$ cat config.mk
export PLATFORM = sky130hd
export DESIGN_NAME = line_clear_ctrl
export DESIGN_NICKNAME = d
export VERILOG_FILES = /design/src/rtl/tetris_pkg.sv /design/src/rtl/row_full_detect.sv /design/src/rtl/line_clear_ctrl.sv
export SDC_FILE = /design/constraint.sdc
export NUM_CORES = 1
export LEC_CHECK = 0
export CORE_UTILIZATION = 40
export DETAILED_ROUTE_END_ITERATION = 8
export HOLD_SLACK_MARGIN = 0.03
export PLACE_DENSITY = 0.83
export RECOVER_POWER = 50
export SETUP_SLACK_MARGIN = 0.15
export SYNTH_ARGS = -nofsm -noshare
export SYNTH_HDL_FRONTEND = slang
export SYNTH_SLANG_ARGS = --single-unit
$ cat constraint.sdc
create_clock -name clk -period 3.7 [get_ports clk]
set_input_delay 0.37 -clock clk [delete_from_list [all_inputs] [get_ports clk]]
set_output_delay 0.37 -clock clk [all_outputs]
set_load 0.01 [all_outputs]
$ cat src/rtl/tetris_pkg.sv
// Shared Tetris playfield types: grid geometry, row type, line-clear states.
// Used by game logic, line_clear_ctrl and the color mapper.
package tetris_pkg;

  localparam int COLS    = 10;
  localparam int ROWS    = 22;
  localparam int CELL_W  = 3;
  localparam int ROW_W   = $clog2(ROWS);
  localparam int LINES_W = $clog2(ROWS + 1);
  localparam int DATA_W  = COLS * CELL_W;

  typedef logic [COLS-1:0][CELL_W-1:0] row_t;

  typedef enum logic [1:0] {
    IDLE,
    SCAN,
    FILL,
    DONE
  } lc_state_t;

endpackage

$ cat src/rtl/row_full_detect.sv
// Flags a grid row whose every cell is nonzero.
// Ports: row (row_t) in, full out; purely combinational.
module row_full_detect
  import tetris_pkg::*;
(
  input  row_t row,
  output logic full
);

  always_comb begin
    full = 1'b1;
    for (int i = 0; i < COLS; i++) begin
      if (row[i] == '0) full = 1'b0;
    end
  end

endmodule

$ cat src/rtl/line_clear_ctrl.sv
// Compacts the playfield bottom-up after a lock: drops full rows, shifts and
// zero-fills, counts lines. Ports: start/score_clr in, grid row port, status.
module line_clear_ctrl
  import tetris_pkg::*;
#(
  parameter int SCORE_W = 10
) (
  input  logic               clk,
  input  logic               reset_n,
  input  logic               start,
  input  logic               score_clr,
  output logic [ROW_W-1:0]   rd_row,
  input  logic [DATA_W-1:0]  rd_data,
  output logic               wr_en,
  output logic [ROW_W-1:0]   wr_row,
  output logic [DATA_W-1:0]  wr_data,
  output logic               busy,
  output logic               done,
  output logic [LINES_W-1:0] lines,
  output logic [SCORE_W-1:0] score
);

  localparam int SUM_W =
    ((SCORE_W > LINES_W) ? SCORE_W : LINES_W) + 1;
  localparam logic [SUM_W-1:0] SAT =
    SUM_W'((64'd1 << SCORE_W) - 64'd1);

  lc_state_t          state_q, state_d;
  logic [ROW_W-1:0]   r_q, r_d;
  logic [ROW_W-1:0]   w_q, w_d;
  logic [LINES_W-1:0] cnt_q, cnt_d;
  logic [LINES_W-1:0] lines_q;
  logic [SCORE_W-1:0] score_q;
  logic               busy_q, done_q;

  row_t               rd_cells;
  logic               full;
  logic               enter_done;
  logic [SUM_W-1:0]   sum;
  logic [SCORE_W-1:0] score_sat;

  assign rd_cells = rd_data;

  row_full_detect u_full (
    .row  (rd_cells),
    .full (full)
  );

  always_comb begin
    state_d = state_q;
    r_d     = r_q;
    w_d     = w_q;
    cnt_d   = cnt_q;
    wr_en   = 1'b0;
    wr_row  = '0;
    wr_data = '0;
    unique case (state_q)
      IDLE: begin
        if (start) begin
          state_d = SCAN;
          r_d     = ROW_W'(ROWS - 1);
          w_d     = ROW_W'(ROWS - 1);
          cnt_d   = '0;
        end
      end
      SCAN: begin
        if (full) begin
          cnt_d = cnt_q + LINES_W'(1);
        end else begin
          // Rows below the first full row are already in place
          if (w_q != r_q) begin
            wr_en   = 1'b1;
            wr_row  = w_q;
            wr_data = rd_data;
          end
          w_d = w_q - ROW_W'(1);
        end
        r_d = r_q - ROW_W'(1);
        if (r_q == '0) begin
          state_d = (cnt_d != '0) ? FILL : DONE;
        end
      end
      FILL: begin
        wr_en  = 1'b1;
        wr_row = w_q;
        w_d    = w_q - ROW_W'(1);
        if (w_q == '0) state_d = DONE;
      end
      DONE: begin
        state_d = IDLE;
      end
      default: begin
        state_d = IDLE;
      end
    endcase
  end

  assign enter_done = (state_d == DONE) && (state_q != DONE);

  assign sum       = SUM_W'(score_q) + SUM_W'(cnt_d);
  assign score_sat = (sum > SAT) ? SCORE_W'(SAT) : SCORE_W'(sum);

  always_ff @(posedge clk or negedge reset_n) begin
    if (!reset_n) begin
      state_q <= IDLE;
      r_q     <= '0;
      w_q     <= '0;
      cnt_q   <= '0;
      lines_q <= '0;
      score_q <= '0;
      busy_q  <= 1'b0;
      done_q  <= 1'b0;
    end else begin
      state_q <= state_d;
      r_q     <= r_d;
      w_q     <= w_d;
      cnt_q   <= cnt_d;
      busy_q  <= (state_d != IDLE);
      done_q  <= (state_d == DONE);
      if (enter_done) lines_q <= cnt_d;
      if (score_clr) begin
        score_q <= '0;
      end else if (enter_done) begin
        score_q <= score_sat;
      end
    end
  end

  assign rd_row = (state_q == SCAN) ? r_q : '0;
  assign busy   = busy_q;
  assign done   = done_q;
  assign lines  = lines_q;
  assign score  = score_q;

endmodule

==> results_tabular.tex <==
\begin{tabular}{lr}
\hline
Metric & Value \\
\hline
\multicolumn{2}{l}{\textbf{Pwr}} \\
\quad Comb power frac & 62.6\% \\
\quad Static Leak & $\sim$1.6 nW \\
\quad Power per standard cell area & between 600 and 700 nW/µm² \\
\quad Proportion of total power due to net switching & 41.81\% \\
\quad Switching power total & 966.9 µW \\
\quad Sequential group share of total power & 24.6\% \\
\quad Final total power & 2.313 mW \\
\quad Design internal power & 1.346 mW \\
\quad Clock group share of total power & between 10 and 15\% \\
\quad IR Drop Worst-Case VDD & $\sim$0.00034 V \\
\multicolumn{2}{l}{\textbf{Run status}} \\
\quad Violations in the final reports & max-capacitance violations, max-slew violations \\
\quad Result of the run & complete, but fails checks \\
\multicolumn{2}{l}{\textbf{Floorplan}} \\
\quad Top-level I/O count & 92 \\
\quad Die Width & 80.56 µm \\
\quad Die Footprint & 6490 µm² \\
\quad Die Y & 80.56 µm \\
\quad Count of standard-cell rows & 28 \\
\quad Total core area & $\sim$5900 µm² \\
\quad Initial Utilization & between 40\% and 50\% \\
\multicolumn{2}{l}{\textbf{Clock network}} \\
\quad Setup repair bufs after CTS & 0 \\
\quad \# clock sinks & 34 \\
\quad Library cell used as clock root buffer & sky130\_fd\_sc\_hd\_\_clkbuf\_8 \\
\quad Clock tree from TritonCTS & done \\
\quad Clock network latency to the later pin of the worst-skew pair & 0.30 ns \\
\quad Clock-pin slew on the worst setup and hold paths & about 0.07 ns \\
\quad CTS Buf Count & 5 \\
\quad CTS max path bufs & 2 \\
\quad Number of H-tree levels & 2 \\
\multicolumn{2}{l}{\textbf{Yosys}} \\
\quad Number of distinct standard cells referenced by the synthesized netlist & 50 \\
\quad Synthesized cell area & $\sim$2500 µm² \\
\quad Top cells by area, synth & sky130\_fd\_sc\_hd\_\_dfrtp\_1 34\%, sky130\_fd\_sc\_hd\_\_and2\_1 10\%, sky130\_fd\_sc\_hd\_\_ha\_1 8.1\% \\
\quad Area fraction of the dominant cell type after synthesis & roughly a third \\
\quad Number of nets produced by synthesis & 322 \\
\quad Register bit total from synthesis & 34 \\
\quad Cell count after synthesis & 271 \\
\quad Dominant register cell in the synthesized netlist & sky130\_fd\_sc\_hd\_\_dfrtp\_1 \\
\quad Avg Synthesized Cell Area & 9.109 µm² \\
\quad Proportion of synthesized flip-flops having asynchronous set or reset & 100.0\% \\
\quad YS warnings & 0 \\
\quad EDFF count, synth & 0 \\
\quad Register area share after synthesis & 34.47\% \\
\quad Cell taking the most area after synthesis & sky130\_fd\_sc\_hd\_\_dfrtp\_1 \\
\multicolumn{2}{l}{\textbf{Timing}} \\
\quad Unrepaired setup endpoints after global routing & yes \\
\quad Hold Violations, Final & 0 \\
\quad Final max-slew violation count & 35 \\
\quad Post-route worst hold slack & $\sim$0.52 ns \\
\quad Post-route fraction of the period consumed by the critical path & 92.77\% \\
\quad Worst slew margin & -26.75\% \\
\quad Maximum clock skew at final layout & 0.007118 ns \\
\quad Final TNS setup & 0 ns \\
\quad Transition at the pin with the smallest max-transition slack & 1.901 ns \\
\quad Count of final setup violators & 0 \\
\quad Top achievable clock speed & 291.3 MHz \\
\quad Min Tclk post-route & 3.432 ns \\
\multicolumn{2}{l}{\textbf{Worst setup path}} \\
\quad Combined buffer and inverter count along the critical path & 4 \\
\quad Cell-by-cell listing of the critical path & clkdlybuf4s50\_1 > or3\_1 > o31ai\_1 > nor3\_2 > and2\_2 > nand2b\_1 > buf\_4 > a31oi\_4 > clkbuf\_4 > and2\_1 > clkdlybuf4s50\_1 \\
\quad Cell seen most often among critical-path stages & sky130\_fd\_sc\_hd\_\_clkdlybuf4s50\_1 \\
\quad Critical path data arrival time & 3.06 ns \\
\quad Cell with the biggest individual delay on the critical path & sky130\_fd\_sc\_hd\_\_clkdlybuf4s50\_1 \\
\quad Maximum single-stage delay on the critical path & 0.54 ns \\
\quad Critical path start-end classification & in2out \\
\quad Worst Path Required & 3.33 ns \\
\quad Critical path peak fanout & 15 \\
\quad Endpoint kind of the worst setup timing path & output pin \\
\quad Family of cells with the greatest summed delay on the critical path & buffers and inverters \\
\quad Startpoint kind of the worst setup timing path & input port \\
\multicolumn{2}{l}{\textbf{Hold path}} \\
\quad Worst Hold Class & reg2reg \\
\multicolumn{2}{l}{\textbf{Cells and area}} \\
\quad Proportion of layout cells with a drive suffix above 1 & 9.651\% \\
\quad Count of inserted antenna diode cells & 0 \\
\quad Synthesis-to-finish area growth & 47.14\% \\
\quad Area of combinational cells with multiple inputs & 1531 µm² \\
\quad Count of placed standard cells in the final layout, fillers left out & 448 \\
\quad Total area of sequential cells & 850.8 µm² \\
\quad Count of filler cells inserted in the layout & about 490 \\
\quad Design Area, Final & 3632 µm² \\
\quad Final net count & 423 \\
\multicolumn{2}{l}{\textbf{Place}} \\
\quad Placed wire-length estimate & 5.050 mm \\
\quad Placer Congestion & 0.8350 \\
\quad Placed cell areas & between 3000 and 4000 µm² \\
\quad Placed cell count & around 440 \\
\quad Number of buffers added on ports & 91 \\
\multicolumn{2}{l}{\textbf{Drt}} \\
\quad Routed length per placed instance & 15.65 µm \\
\quad Pre-Repair DR Iteration Count & 4 \\
\quad Initial DRC Count & $\sim$150 \\
\quad Vias & 2391 \\
\quad Via/cell ratio & 5.337 \\
\quad DRC violations left & 0 \\
\quad Routed WL & between 7 and 8 mm \\
\quad Number of antenna-violating nets in the routed design & 0 \\
\multicolumn{2}{l}{\textbf{Flow run}} \\
\quad Max capacitance violation total & 1 \\
\multicolumn{2}{l}{\textbf{GRT}} \\
\quad Wire length of the first global-routing pass & $\sim$11 mm \\
\quad Pin count of the biggest net entering global routing & 35 \\
\quad Overflow left after global routing & 0 \\
\quad All-Layer GR Usage & between 20\% and 30\% \\
\quad Initial antenna violation count & 0 \\
\quad Vias in the first global route & 2252 \\
\hline
\end{tabular}
worst paths after layout:
path | slack (ns) | start | to | cells after the start
worst min-delay path | 0.52 | lines[1]$_DFFE_PN0P_ | lines[1]$_DFFE_PN0P_ | 1
worst max register to register | 0.45 | state_q[0]$_DFF_PN0_ | score[3]$_DFFE_PN0P_ | 16
worst max-delay path | 0.27 | rd_data[23] | wr_data[0] | 11
max in group asynchronous | 1.47 | reset_n | cnt_q[3]$_DFF_PN0_ | 2
worst min register to register | 0.52 | lines[1]$_DFFE_PN0P_ | lines[1]$_DFFE_PN0P_ | 1
min in group asynchronous | 1.13 | reset_n | w_q[2]$_DFFE_PN0P_ | 2
power by group through the flow:
stage	sequential (mW)	combinational (mW)	clock (mW)
after floorplan	0.542	0.761	0
after global placement	0.569	1.35	0
after detailed placement	0.574	1.39	0
after CTS	0.569	1.40	0.296
after global routing	0.584	1.58	0.316
final	0.569	1.45	0.295
synthesized netlist by cell type, drive strengths merged (6+ instances only):
cell / number
ha: 16
or3: 6
clkbuf: 7
and2: 41
nor3: 9
inv: 17
nand2: 13
nor2: 19
o21ai: 14
a311oi: 7
a21oi: 14
xnor2: 6
dfrtp: 34
what timing repair did:
item                                    in CTS  in global routing
endpoints found under the setup margin       0                 44
endpoints found under the hold margin        0                  0
gates resized for setup                      0                 14
hold buffers                                 0                  0
layout by cell type, fill, tap and decap left out, drive strengths merged, types with 3 or more instances in the layout:
cell           Yosys  final
a21oi             14     14
a311oi             7      7
and2              41     41
and3               4      4
and4               3      3
buf                4      7
clkbuf             7     14
clkdlybuf4s50      0     73
dfrtp             34     34
dlygate4sd3        0     18
ha                16     16
inv               17     17
mux2               5      5
nand2             13     13
nand3              5      5
nand4              3      3
nor2              19     19
nor3               9      9
o21a               3      3
o21ai             14     14
o31ai              5      5
or3                6      6
xnor2              6      6
xor2               5      5
state kept, by name, summed over array words and instances (netlist names):
register and cells:
busy 1, cnt_q 5, done 1, lines 5, r_q 5, score 10
state_q 2, w_q 5
per-stage QoR:
step | util [%] | worst slack [ns]
after floorplan | - | 0.5049
after global placement | 59.24 | 0.1059
after detailed placement | 59.24 | -0.01270
after CTS | 60.78 | 0.1671
after global routing | 61.35 | 0.08018
final | 61.35 | 0.2676
layout make-up:
| type | instances | area share [%] |
|---|---|---|
| Sequential cell | 34 | 23.42 |
| Tap cell | 75 | 2.584 |
| Timing Repair Buffer | 105 | 27.56 |
| Multi-Input combinational cell | 209 | 42.16 |
| Inverter | 17 | 1.757 |
| Clock inverter | 1 | 0.1378 |
| Clock buffer | 7 | 2.377 |
logic make-up after synthesis:
logic type / Yosys count / synth area share (%)
muxes: 5 / 3.041
AOI/OAI and AO/OA: 64 / 18.35
adders and majority gates: 17 / 8.920
buffers and inverters: 28 / 5.170
xor gates and xnor gates: 11 / 3.903
DFF: 34 / 34.47
and+or+nand+nor: 112 / 26.15
layer usage:
metal | up-vias | routed length (µm) | GRT usage [%]
met4 | 0 | 187 | 8.393
li1 | 1166 | - | -
met1 | 1129 | 3126 | 26.93
met5 | - | 0 | 0
met2 | 72 | 3399 | 35.51
met3 | 24 | 297 | 3.068
(Power assumes the default switching activity.)
